`src/rtl/irq_source_ctrl.sv`:
```
// irq_source_ctrl
//
// Interrupt source controller feeding the core's interrupt control stage.
// Peripheral lines are synchronised, latched per source as edge- or
// level-triggered pending bits, masked by a software enable register and
// presented as a registered flag vector. One source index is owned by an
// internal 64-bit machine timer compare instead of its peripheral line.
//
// Ports:
//   clk         clock
//   rst_n       asynchronous active-low reset
//   irq_i       raw peripheral interrupt lines (may be asynchronous)
//   req_i       bus access request, one cycle per access
//   we_i        1 = write, 0 = read (qualified by req_i)
//   addr_i      byte address, bits [1:0] ignored
//   wdata_i     write data
//   rdata_o     read data, valid while ack_o = 1, else 0
//   ack_o       access complete, one cycle after req_i
//   int_flag_o  registered pending & enable, drives the core's int_flag_i
//
// Register map (word index = addr_i[7:2]):
//   0x00 PENDING (W1C, edge sources only)   0x04 ENABLE   0x08 MODE (1 = edge)
//   0x10 MTIME_LO   0x14 MTIME_HI   0x18 MTIMECMP_LO   0x1C MTIMECMP_HI
//   anything else reads 0, ignores writes, still acks.
module irq_source_ctrl #(
  parameter int INT_W     = 14,
  parameter int TIMER_SRC = 7
) (
  input  logic             clk,
  input  logic             rst_n,
  input  logic [INT_W-1:0] irq_i,
  input  logic             req_i,
  input  logic             we_i,
  input  logic [7:0]       addr_i,
  input  logic [31:0]      wdata_i,
  output logic [31:0]      rdata_o,
  output logic             ack_o,
  output logic [INT_W-1:0] int_flag_o
);

  // Word indices of the mapped registers.
  localparam logic [5:0] A_PENDING   = 6'h00;
  localparam logic [5:0] A_ENABLE    = 6'h01;
  localparam logic [5:0] A_MODE      = 6'h02;
  localparam logic [5:0] A_MTIME_LO  = 6'h04;
  localparam logic [5:0] A_MTIME_HI  = 6'h05;
  localparam logic [5:0] A_MTCMP_LO  = 6'h06;
  localparam logic [5:0] A_MTCMP_HI  = 6'h07;

  // The timer source is always level mode, so its MODE bit is kept at 0.
  localparam logic [INT_W-1:0] TIMER_MASK = INT_W'(1) << TIMER_SRC;

  // Bus handshake: no back-pressure. Every cycle with req_i = 1 is one
  // access; ack_o is high exactly in the following cycle, with rdata_o
  // holding the pre-write register value for reads and 0 for writes.
  // rdata_o is 0 whenever ack_o is 0.

  logic [5:0]       word;
  logic             wr;
  logic             rd;
  logic             unused_addr;

  logic [INT_W-1:0] s1;
  logic [INT_W-1:0] s2;
  logic [INT_W-1:0] s3;
  logic [INT_W-1:0] rise;

  logic [INT_W-1:0] pending;
  logic [INT_W-1:0] pending_next;
  logic [INT_W-1:0] enable;
  logic [INT_W-1:0] mode;
  logic [INT_W-1:0] w1c;

  logic [63:0]      mtime;
  logic [63:0]      mtimecmp;
  logic             timer_hit;

  logic [31:0]      rd_data;

  assign word        = addr_i[7:2];
  assign wr          = req_i & we_i;
  assign rd          = req_i & ~we_i;
  assign unused_addr = ^addr_i[1:0];

  assign rise      = s2 & ~s3;
  assign timer_hit = (mtime >= mtimecmp);
  assign w1c       = (wr && (word == A_PENDING)) ? wdata_i[INT_W-1:0] : '0;

  // Edge sources: a detected rise sets, else a W1C clears, else hold; a set
  // beats a simultaneous clear. Level sources follow the synchronised line.
  always_comb begin
    pending_next            = (mode & (rise | (pending & ~w1c))) | (~mode & s2);
    pending_next[TIMER_SRC] = timer_hit;
  end

  // Read mux, sampled before any write in the same cycle takes effect.
  always_comb begin
    rd_data = '0;
    case (word)
      A_PENDING:  rd_data = {{(32-INT_W){1'b0}}, pending};
      A_ENABLE:   rd_data = {{(32-INT_W){1'b0}}, enable};
      A_MODE:     rd_data = {{(32-INT_W){1'b0}}, mode};
      A_MTIME_LO: rd_data = mtime[31:0];
      A_MTIME_HI: rd_data = mtime[63:32];
      A_MTCMP_LO: rd_data = mtimecmp[31:0];
      A_MTCMP_HI: rd_data = mtimecmp[63:32];
      default:    rd_data = '0;
    endcase
  end

  // Synchroniser and edge-detect delay flop.
  always_ff @(posedge clk or negedge rst_n) begin
    if (!rst_n) begin
      s1 <= '0;
      s2 <= '0;
      s3 <= '0;
    end else begin
      s1 <= irq_i;
      s2 <= s1;
      s3 <= s2;
    end
  end

  // Pending, configuration and output flag registers.
  always_ff @(posedge clk or negedge rst_n) begin
    if (!rst_n) begin
      pending    <= '0;
      enable     <= '0;
      mode       <= '0;
      int_flag_o <= '0;
    end else begin
      pending    <= pending_next;
      int_flag_o <= pending & enable;
      if (wr && (word == A_ENABLE)) begin
        enable <= wdata_i[INT_W-1:0];
      end
      if (wr && (word == A_MODE)) begin
        mode <= wdata_i[INT_W-1:0] & ~TIMER_MASK;
      end
    end
  end

  // Machine timer. A write to either half replaces that half and freezes
  // the counter for that cycle, so the other half is not disturbed by a
  // carry mid-update.
  always_ff @(posedge clk or negedge rst_n) begin
    if (!rst_n) begin
      mtime    <= '0;
      mtimecmp <= '1;
    end else begin
      if (wr && (word == A_MTIME_LO)) begin
        mtime[31:0] <= wdata_i;
      end else if (wr && (word == A_MTIME_HI)) begin
        mtime[63:32] <= wdata_i;
      end else begin
        mtime <= mtime + 64'd1;
      end
      if (wr && (word == A_MTCMP_LO)) begin
        mtimecmp[31:0] <= wdata_i;
      end
      if (wr && (word == A_MTCMP_HI)) begin
        mtimecmp[63:32] <= wdata_i;
      end
    end
  end

  // Bus response.
  always_ff @(posedge clk or negedge rst_n) begin
    if (!rst_n) begin
      ack_o   <= 1'b0;
      rdata_o <= '0;
    end else begin
      ack_o   <= req_i;
      rdata_o <= rd ? rd_data : 32'd0;
    end
  end

endmodule

```
`config.mk`:
```
export PLATFORM = sky130hd
export DESIGN_NAME = irq_source_ctrl
export DESIGN_NICKNAME = d
export VERILOG_FILES = /design/src/rtl/irq_source_ctrl.sv
export SDC_FILE = /design/constraint.sdc
export NUM_CORES = 1
export LEC_CHECK = 0
export ABC_AREA = 1
export CORE_MARGIN = 2
export CORE_UTILIZATION = 40
export CTS_BUF_LIST = sky130_fd_sc_hd__clkbuf_2
export DETAILED_ROUTE_END_ITERATION = 16
export PLACE_DENSITY = 0.56
export SYNTH_ARGS = -nofsm -noshare
export SYNTH_HDL_FRONTEND = slang
export SYNTH_SLANG_ARGS = --single-unit
```
`constraint.sdc`:
```
create_clock -name clk -period 2.4 [get_ports clk]
set_clock_uncertainty 0.05 [all_clocks]
set_input_delay 0.48 -clock clk [delete_from_list [all_inputs] [get_ports clk]]
set_output_delay 0.48 -clock clk [all_outputs]
set_load 0.05 [all_outputs]
```
==> run metrics <==
final-layout worst hold slack a little under 0.1 ns; cell types with the highest counts after synthesis nand2_1, inv_1, dfrtp_1, nor2_1, o21ai_0; share of flip-flops with an asynchronous set or reset 1.00; main combinational cell family by area after synthesis simple AND/OR/NAND/NOR gates; starting DRC count in detailed routing roughly 820; count of final setup violators 0; number of I/O pins ~110; flip-flop and latch count after synthesis approximately 260; post-synthesis share of cell area spent on full adders, half adders and majority gates 0.0589; crit start category flop; first-pass GRT wire length 71200 um; fraction of final layout cells with drive strength greater than 1 0.163; NumNets Final 2138; result of the run finished, final reports clean; post-synthesis cell type count 38; number of cells traversed by the worst hold path 3; clock tree root driver cell clkbuf_2; top-area cell type share of the netlist area 0.346; average detailed-routed wire length per instance ~18 um; Ys Warns 0; most frequently used cell type in the post-synthesis netlist nand2_1; biggest area contributors in the synthesized netlist dfrtp_1, nand2_1, dfstp_2; total stage count of the critical path 1; xor and xnor area share after synthesis 0.0152; clock latency on the worst-skew pair between 1 and 1.5 ns; DRC viols 0; CTS H-tree lvls 3; category of the critical setup timing path reg2out; Post-Syn Area between 0.01 and 0.015 mm^2; worst-case clock buffer depth 3; Core Util, Final 0.496; list of cells traversed by the critical path clkdlybuf4s15_2; Worst Max-Slew Pin Slew ~0.57 ns; total clock sinks around 260; portion of the post-synthesis area used by sequential elements 0.468; share of cell area taken by muxes after synthesis 0; area of all sequential standard cells ~0.0065 mm^2; number of flops mapped to enable cells by yosys 0; CTS buffer count between 70 and 80; dominant register cell in the synthesized netlist dfrtp_1; clock tree from TritonCTS yes; maximum cell stage delay along the critical path approximately 0.38 ns; required arrival time at the worst endpoint between 1.5 and 2 ns; clock slew at reported path FFs 0.10 ns; Filler Cell Count approximately 3500; DRT Pass-1 Iters 5; Final Max Tran Viols 0; number of cells on the worst reg-to-reg path 9; routability congestion estimate from global placement ~0.94; total number of placement rows 68; post-detailed-placement cell area roughly 0.016 mm^2; Post-Layout Inst Area about 0.017 mm^2; Detail Route Antenna Nets 0; Horiz. Die Dim about 190 um; type of the most critical hold path in2reg; shortest clock period the worst path allows after layout roughly 2.3 ns; via count of the first global-routing pass around 13000; die outline area between 0.03 and 0.04 mm^2; Slew headroom 0.619; Top delay family on crit path flip-flops; Core Area around 0.034 mm^2; leakage power total between 0.007 and 0.008 uW; Synth Instances approximately 1800; timing-limited maximum frequency about 430 MHz; synthesized area per cell around 7.7 um^2; post-synthesis compound-gate area fraction 0.135; crit share post-route 0.958; hpwl dp between 30000 and 40000 um; Tot GR Track Use 0.259; maximum ir drop on the vdd rail approximately 0.00043 V; critical path fanouts, max 1; cell with the largest stage delay on the worst path dfrtp_1; Overflow after GRT 0; ratio of total power to cell area roughly 620 mW/mm^2; number of buffer cells added on primary ports approximately 100; total count of hold-check failures in the final report 0; fraction of the mapped netlist area in simple logic gates 0.238; Post-CTS Setup Repair Bufs 0; arrival time reported for the critical path endpoint between 1.5 and 2 ns; count of vias placed by the detailed router around 13000; buffering stage count on the worst path with inverters included 1; ratio of routed vias to standard cells 5.04; nature of the critical path endpoint primary output; Mapped Nets 1907; Yosys top cell by area dfrtp_1; initial antenna violation count 2; maximum capacitance violations 0; floorplan die height around 190 um; area of the multi-input gates roughly 0.0062 mm^2; DRT Wirelength approximately 45000 um; area added between synthesis and finish 23.2%; Starting Density 0.403; pin count of the biggest net entering global routing 76
kinds of logic (layout without fill, tap and decap cells):
| family | Yosys count | in the layout |
|---|---|---|
| xor gates and xnor gates | 24 | 24 |
| other | 0 | 3 |
| adders and majority gates | 65 | 65 |
| AOI/OAI and AO/OA | 330 | 330 |
| DFF | 255 | 255 |
| and+or+nand+nor | 801 | 801 |
| buffers and inverters | 309 | 596 |
worst min-delay path, delay by kind of cell:
kind / cells / cell delay, ns
buffers and inverters: 2 / 0.56
AOI/OAI and AO/OA: 1 / 0.09
per-stage QoR:
stage                     setup slack [ns]  std cells  total power, uW  TNS [ns]
after floorplan                      0.709       1784             6410         0
after global placement              0.0122       2373             7300         0
after detailed placement           0.00724       2373             7350         0
after CTS                          0.00534       2526            10800         0
after global routing              -0.00689       2528            11400  -0.00868
final                                0.101       2529            10600         0
flip-flops by register name (all words and copies together) (netlist names):
signal	flops
mtime	64
mtimecmp	64
rdata_o	32
enable	14
int_flag_o	14
pending	14
mode	13
s1	13
s2	13
s3	13
ack_o	1
layout by cell type (no fill, tap or decap), drive strengths merged, types with 22 or more instances in the layout:
master / Yosys / final
nor2: 169 / 169
buf: 15 / 87
ha: 65 / 65
o21ai: 128 / 128
dfrtp: 191 / 191
xor2: 22 / 22
nand4: 22 / 22
a21oi: 91 / 91
dfstp: 64 / 64
nand2: 495 / 495
clkdlybuf4s15: 0 / 44
clkbuf: 36 / 111
inv: 257 / 258
clkdlybuf4s50: 0 / 53
nand3: 94 / 94
o22ai: 60 / 60
routing by layer:
metal	track usage	wire, um	vias to the layer above
met5	0	0	-
met4	0.106	1640	0
met3	0.0531	2510	100
met2	0.422	20900	394
met1	0.337	20100	5954
li1	-	-	6288
worst paths after layout:
check | slack [ns] | endpoint | from
worst max-delay path | 0.10 | rdata_o[5] | rdata_o[5]
worst min-delay path | 0.1 | mtimecmp[27] | wdata_i[27]
worst max register to register | 0.13 | mtime[51] | mtime[13]
worst min register to register | 0.29 | s2[8] | s1[8]
max in group asynchronous | 1.16 | mtimecmp[15] | rst_n
min in group asynchronous | 0.56 | mtimecmp[43] | rst_n
repair_timing:
item	in CTS	in global routing
hold buffers	21	0
endpoints found under the setup margin	47	9
gates cloned	0	0
hold endpoints to repair	268	0
gates resized for setup	132	8
final cells by class:
| class | instances | share of cell area |
|---|---|---|
| diodes | 3 | 0.000441 |
| inverters | 258 | 0.0569 |
| multi-input cells | 1220 | 0.364 |
| well taps | 455 | 0.0334 |
| repair buffers | 206 | 0.126 |
| clock buffers | 110 | 0.0323 |
| flip-flops and latches | 255 | 0.380 |
| clock inverters | 22 | 0.00728 |
report_power, final:
part	internal, uW	leakage (uW)	switching, uW
clock	1340	0.000519	1980
sequential	4720	0.00313	397
combinational	871	0.00399	1320
total	6930	0.00764	3690
Note: power is estimated with default switching activity, not from simulation.
